$ cat src/rtl/core_pkg.sv
// Shared types and constants for the RV32I pipeline control logic.
package core_pkg;

    localparam int unsigned REG_SIZE = 5;

    typedef enum logic [1:0] {
        RUN      = 2'd0,
        MEM_WAIT = 2'd1,
        HALT     = 2'd2
    } hz_state_t;

    typedef struct packed {
        logic pc_en;
        logic if_id_en;
        logic if_id_flush;
        logic id_ex_en;
        logic id_ex_flush;
        logic ex_mem_en;
        logic mem_wb_flush;
    } pipe_ctrl_t;

    // Canned control words for each pipeline action
    localparam pipe_ctrl_t CTRL_RESET = '{
        pc_en: 1'b0, if_id_en: 1'b0, if_id_flush: 1'b1, id_ex_en: 1'b0,
        id_ex_flush: 1'b1, ex_mem_en: 1'b0, mem_wb_flush: 1'b1
    };
    localparam pipe_ctrl_t CTRL_FREEZE = '{
        pc_en: 1'b0, if_id_en: 1'b0, if_id_flush: 1'b0, id_ex_en: 1'b0,
        id_ex_flush: 1'b0, ex_mem_en: 1'b0, mem_wb_flush: 1'b1
    };
    localparam pipe_ctrl_t CTRL_REDIRECT = '{
        pc_en: 1'b1, if_id_en: 1'b1, if_id_flush: 1'b1, id_ex_en: 1'b1,
        id_ex_flush: 1'b1, ex_mem_en: 1'b1, mem_wb_flush: 1'b0
    };
    localparam pipe_ctrl_t CTRL_BUBBLE = '{
        pc_en: 1'b0, if_id_en: 1'b0, if_id_flush: 1'b0, id_ex_en: 1'b1,
        id_ex_flush: 1'b1, ex_mem_en: 1'b1, mem_wb_flush: 1'b0
    };
    localparam pipe_ctrl_t CTRL_RUN = '{
        pc_en: 1'b1, if_id_en: 1'b1, if_id_flush: 1'b0, id_ex_en: 1'b1,
        id_ex_flush: 1'b0, ex_mem_en: 1'b1, mem_wb_flush: 1'b0
    };

endpackage

$ cat src/rtl/hazard_detect.sv
// Load-use comparator: flags an ID source register produced by a load in EX.
module hazard_detect #(
    parameter int unsigned REG_SIZE = 5
) (
    input  logic [REG_SIZE-1:0] id_rs1,
    input  logic [REG_SIZE-1:0] id_rs2,
    input  logic                id_use_rs1,
    input  logic                id_use_rs2,
    input  logic                ex_memRead,
    input  logic [REG_SIZE-1:0] ex_rd,
    output logic                lu_hazard_c
);

    logic rs1_hit;
    logic rs2_hit;

    // x0 is hardwired to zero, so a load targeting it never creates a dependency
    assign rs1_hit     = id_use_rs1 && (ex_rd == id_rs1);
    assign rs2_hit     = id_use_rs2 && (ex_rd == id_rs2);
    assign lu_hazard_c = ex_memRead && (ex_rd != '0) && (rs1_hit || rs2_hit);

endmodule

$ cat src/rtl/hazard_stall_unit.sv
// Pipeline stall/flush controller: load-use bubbles, redirect flushes, memory-wait freeze with watchdog.
module hazard_stall_unit #(
    parameter int unsigned REG_SIZE    = core_pkg::REG_SIZE,
    parameter int unsigned MEM_TIMEOUT = 64,
    parameter int unsigned CNT_WIDTH   = 32
) (
    input  logic                 clk,
    input  logic                 rst,
    input  logic [REG_SIZE-1:0]  id_rs1,
    input  logic [REG_SIZE-1:0]  id_rs2,
    input  logic                 id_use_rs1,
    input  logic                 id_use_rs2,
    input  logic                 ex_memRead,
    input  logic [REG_SIZE-1:0]  ex_rd,
    input  logic                 ex_redirect,
    input  logic                 mem_req,
    input  logic                 mem_ready,
    output logic                 pc_en,
    output logic                 if_id_en,
    output logic                 if_id_flush,
    output logic                 id_ex_en,
    output logic                 id_ex_flush,
    output logic                 ex_mem_en,
    output logic                 mem_wb_flush,
    output logic                 mem_err,
    output logic [CNT_WIDTH-1:0] stall_cycles
);

    import core_pkg::*;

    localparam int unsigned WAIT_W = (MEM_TIMEOUT == 0) ? 1 : $clog2(MEM_TIMEOUT + 1);
    localparam bit          WD_ON  = (MEM_TIMEOUT != 0);

    hz_state_t          state;
    hz_state_t          state_nxt;
    logic [WAIT_W-1:0]  wait_cnt;
    logic [WAIT_W-1:0]  wait_cnt_nxt;
    logic               mem_err_q;
    logic               mem_err_nxt;
    logic               lu_hazard;
    logic               mem_stall;
    logic               wd_expired;
    logic               stall_inc;
    pipe_ctrl_t         ctrl;

    hazard_detect #(
        .REG_SIZE (REG_SIZE)
    ) u_detect (
        .id_rs1      (id_rs1),
        .id_rs2      (id_rs2),
        .id_use_rs1  (id_use_rs1),
        .id_use_rs2  (id_use_rs2),
        .ex_memRead  (ex_memRead),
        .ex_rd       (ex_rd),
        .lu_hazard_c (lu_hazard)
    );

    assign mem_stall  = mem_req && !mem_ready;
    assign wd_expired = WD_ON && (wait_cnt == WAIT_W'(MEM_TIMEOUT));

    // Next state plus zero-latency control word; reset overrides everything
    always_comb begin
        state_nxt    = state;
        wait_cnt_nxt = wait_cnt;
        mem_err_nxt  = mem_err_q;
        ctrl         = CTRL_RUN;

        case (state)
            RUN, MEM_WAIT: begin
                if (mem_stall) begin
                    ctrl = CTRL_FREEZE;
                    if (state == RUN) begin
                        state_nxt    = MEM_WAIT;
                        wait_cnt_nxt = WAIT_W'(1);
                    end else if (wd_expired) begin
                        state_nxt   = HALT;
                        mem_err_nxt = 1'b1;
                    end else begin
                        wait_cnt_nxt = wait_cnt + WAIT_W'(1);
                    end
                end else begin
                    if (state == MEM_WAIT) begin
                        state_nxt    = RUN;
                        wait_cnt_nxt = '0;
                    end
                    if (ex_redirect) begin
                        ctrl = CTRL_REDIRECT;
                    end else if (lu_hazard) begin
                        ctrl = CTRL_BUBBLE;
                    end
                end
            end
            HALT: begin
                ctrl = CTRL_FREEZE;
            end
            default: begin
                state_nxt    = RUN;
                wait_cnt_nxt = '0;
            end
        endcase

        if (rst) begin
            ctrl = CTRL_RESET;
        end
    end

    assign stall_inc = !ctrl.pc_en && (state != HALT);

    always_ff @(posedge clk) begin
        if (rst) begin
            state        <= RUN;
            wait_cnt     <= '0;
            mem_err_q    <= 1'b0;
            stall_cycles <= '0;
        end else begin
            state     <= state_nxt;
            wait_cnt  <= wait_cnt_nxt;
            mem_err_q <= mem_err_nxt;
            // Performance counter sticks at all-ones instead of wrapping
            if (stall_inc && !(&stall_cycles)) begin
                stall_cycles <= stall_cycles + CNT_WIDTH'(1);
            end
        end
    end

    assign pc_en        = ctrl.pc_en;
    assign if_id_en     = ctrl.if_id_en;
    assign if_id_flush  = ctrl.if_id_flush;
    assign id_ex_en     = ctrl.id_ex_en;
    assign id_ex_flush  = ctrl.id_ex_flush;
    assign ex_mem_en    = ctrl.ex_mem_en;
    assign mem_wb_flush = ctrl.mem_wb_flush;
    assign mem_err      = mem_err_q && !rst;

endmodule

$ cat config.mk
export PLATFORM = sky130hd
export DESIGN_NAME = hazard_stall_unit
export DESIGN_NICKNAME = d
export VERILOG_FILES = /design/src/rtl/core_pkg.sv /design/src/rtl/hazard_detect.sv /design/src/rtl/hazard_stall_unit.sv
export SDC_FILE = /design/constraint.sdc
export NUM_CORES = 1
export LEC_CHECK = 0
export ABC_AREA = 1
export CORE_MARGIN = 3
export CORE_UTILIZATION = 46
export DETAILED_ROUTE_END_ITERATION = 10
export GPL_TIMING_DRIVEN = 0
export PLACE_DENSITY = 0.76
export REMOVE_ABC_BUFFERS = 1
export SETUP_SLACK_MARGIN = 0.2
export SLEW_MARGIN = 20
export SYNTH_ARGS = -nofsm -noshare
export SYNTH_HDL_FRONTEND = slang
export SYNTH_SLANG_ARGS = --single-unit
$ cat constraint.sdc
create_clock -name clk -period 1.5 [get_ports clk]
set_input_delay 0.3 -clock clk [delete_from_list [all_inputs] [get_ports clk]]
set_output_delay 0.3 -clock clk [all_outputs]
set_load 0.005 [all_outputs]
==> impl_metrics.yaml <==
outcome:
  violations_in_the_final_reports: "negative setup slack"
  result_of_the_run: "finished, violations left"
route:
  firstDrtPassIters: 6
  antenna_left: 0
  avgRoutedWirePerCell_um: 19.7
  wirelength_mm: 13.5
  remaining_drc_errors: 0
  drt-vias-per-instance: 6.11
  initialDrtViolationCount: 528
  vias: 4185
cells_and_area:
  most_common_cell_after_layout_fill_and_taps_aside: "nand2_1"
  final_cell_mix: "125 x nand2_1, 45 x buf_4, 35 x inv_1, 32 x nand3_1, 32 x dlygate4sd2_1"
  n_fill_cell: 335
  insertedDiodeCount: 0
  fraction_of_final_layout_cells_with_drive_strength_greater_than_1_pct: 45.7
  synthToLayoutAreaGrowth_pct: 71.8
  final-seq-area_um2: 953
  final_net_count: 635
  final_cell_area_um2: 5020
  area_used_by_multi_input_combinational_logic_um2: 2440
global_route:
  grt_pass1_vias: 3969
  grt_first_pass_wirelength_mm: 18.5
  globalRouteOverflowTotal: 0
  grt_use_total_pct: 31.5
  antenna_found_initial: 0
  maximum_number_of_pins_on_one_net_before_global_route_repair: 41
timing:
  fin_tns_setup_ns: -6.02
  final.period_utilization_pct: 114
  grt_setup_unrepaired: "yes"
  finalSetupViolations: 43
  fin_skew_ns: 0.0136
  finalCriticalPeriod_ns: 1.72
  worst_hold_slack_ns: 0.365
  layout_setup_ws_ns: -0.216
  final_max_tran_viols: 0
  relative_slew_slack_pct: 73.6
  tightestPinTransition_ns: 0.397
  final_hold_violation_count: 0
  achievable-frequency_mhz: 583
power_and_ir_drop:
  power.leakage_uw: 0.00218
  p_per_area_nw_per_um2: 545
  peakVddDrop_v: 0.000749
cts:
  tritoncts_clock_tree: "built"
  clock_input_transition_at_the_sequential_cells_of_the_worst_setup_and_hold_paths_ns: 0.08
  ctsHtreeMaxLevel: 2
  worstSkewPairLatency_ns: 0.32
  cts_made_buffers: 5
  cts.sinks: 42
  ctsLongestPathBuffers: 2
  root_buffer: "clkbuf_8"
place:
  io_buffer_count: 62
  detailedPlacementHpwl_mm: 5.98
  total_cell_area_at_the_placement_stage_um2: 3540
  gpl.final_weighted_congestion: 0.935
floorplanning:
  die_width_um: 85.7
  core_region_area_um2: 6030
  starting_density_of_the_core_pct: 48.5
  dieArea_um2: 7340
  die_h_um: 85.7
  rows: 28
  pin_count: 63
critical_path:
  crit_path_max_fanout: 4
  end_kind: "register"
  timing.critical_path.required_ns: 1.74
  critical_path_class: "reg2reg"
  worst_setup_path_start_kind: "register"
  cp_data_arrival_time_ns: 1.95
synthesis:
  synth_compound_gate_area_share_pct: 8.95
  distinct_cell_type_count_after_synthesis: 29
  synth_sequential_area_ratio_pct: 28.8
  yosys.area_share.adder_pct: 1.29
  post_synth_xor_area_fraction_pct: 5.40
  avgSynthCellArea_um2: 6.02
  yosys.area_share.simple_pct: 45.4
  synth_mux_area_share_pct: 0
  synth.cell_area_um2: 2920
  synth.yosys.warnings: 0
  synth-seq-cells: 42
  largest_family_of_logic_cells_by_synthesized_area: "simple AND/OR/NAND/NOR gates"
  post_synth_inst_count: 485
hold_path:
  min_path_type: "in2reg"
run:
  maxCapViolations: 0
==> area by class of cell <==
type | instances | share of cell area, %
Clock buffer | 5 | 1.37
Clock inverter | 3 | 1.37
Inverter | 54 | 4.49
Multi-Input combinational cell | 379 | 48.6
Sequential cell | 42 | 19.0
Tap cell | 75 | 1.87
Timing Repair Buffer | 127 | 23.3
==> critical path, cell delays in order (launching register included) <==
cell and delay, ns:
dfxtp_4 0.38, buf_4 0.12, nand3_2 0.19, inv_1 0.21, nand2_2 0.16, inv_1 0.09
nand2_1 0.07, xor2_1 0.19, nand3_2 0.10, a21oi_2 0.14
==> synthesized netlist by cell type (all sizes together) <==
| master | count | area share [%] |
|---|---|---|
| a211oi | 1 | 0.26 |
| a21oi | 39 | 7.2 |
| a31oi | 3 | 0.64 |
| buf | 11 | 2.7 |
| clkbuf | 4 | 0.51 |
| dfxtp | 42 | 29 |
| ha | 3 | 1.3 |
| inv | 54 | 6.9 |
| nand2 | 163 | 21 |
| nand3 | 50 | 8.6 |
| nand3b | 7 | 1.8 |
| nand4 | 8 | 1.9 |
| nor2 | 63 | 8.6 |
| nor3 | 13 | 2.9 |
| nor4 | 1 | 0.21 |
| o21ai | 5 | 0.86 |
| xnor2 | 3 | 0.90 |
| xor2 | 15 | 4.5 |
==> final timing paths <==
path,startpoint,end,slack (ns),cells past startpoint
min,rst,stall_cycles[1]$_SDFFE_PP0P_,0.37,2
max,stall_cycles[1]$_SDFFE_PP0P_,stall_cycles[23]$_SDFFE_PP0P_,-0.22,9
max reg2reg,stall_cycles[1]$_SDFFE_PP0P_,stall_cycles[23]$_SDFFE_PP0P_,-0.22,9
min reg2reg,wait_cnt[5]$_SDFFE_PP0P_,wait_cnt[5]$_SDFFE_PP0P_,0.48,1
==> per-stage QoR <==
stage	utilization (%)	setup WS (ns)	total power, uW	cells
global placement	58.8	-2.09	1440	607
CTS	76.5	-0.0823	2600	677
finish	83.2	-0.216	2730	685
detailed placement	58.7	-1.31	1440	607
global route	83.2	-0.345	2800	685
floorplan	-	-0.510	1290	470
==> state kept, by name (all words and copies together) (netlist names) <==
register / cells
stall_cycles: 32
wait_cnt: 7
state: 2
mem_err_q: 1
==> report_power, final <==
group / internal [uW] / switching, uW
registers: 1080 / 13.9
clock network: 668 / 455
logic: 225 / 288
total: 1970 / 758
==> repair_timing <==
action	in CTS	in global routing
setup buffers	56	8
resized for setup	319	101
pin swaps	62	39
hold buffers	0	0
setup endpoints to repair	78	50
cloned	6	0
==> layer usage <==
layer / global-route usage (%) / routed length [um]
met5: 0 / 0
met4: 16.4 / 1040
met3: 7.59 / 1520
met2: 54.1 / 6340
met1: 36.0 / 4620
==> cell families after synthesis <==
| group | count (synthesis) |
|---|---|
| AOI/OAI and AO/OA | 48 |
| xor gates and xnor gates | 18 |
| adders and majority gates | 3 |
| buffers and inverters | 69 |
| DFF | 42 |
| and+or+nand+nor | 305 |
Note: power is estimated with default switching activity, not from simulation.
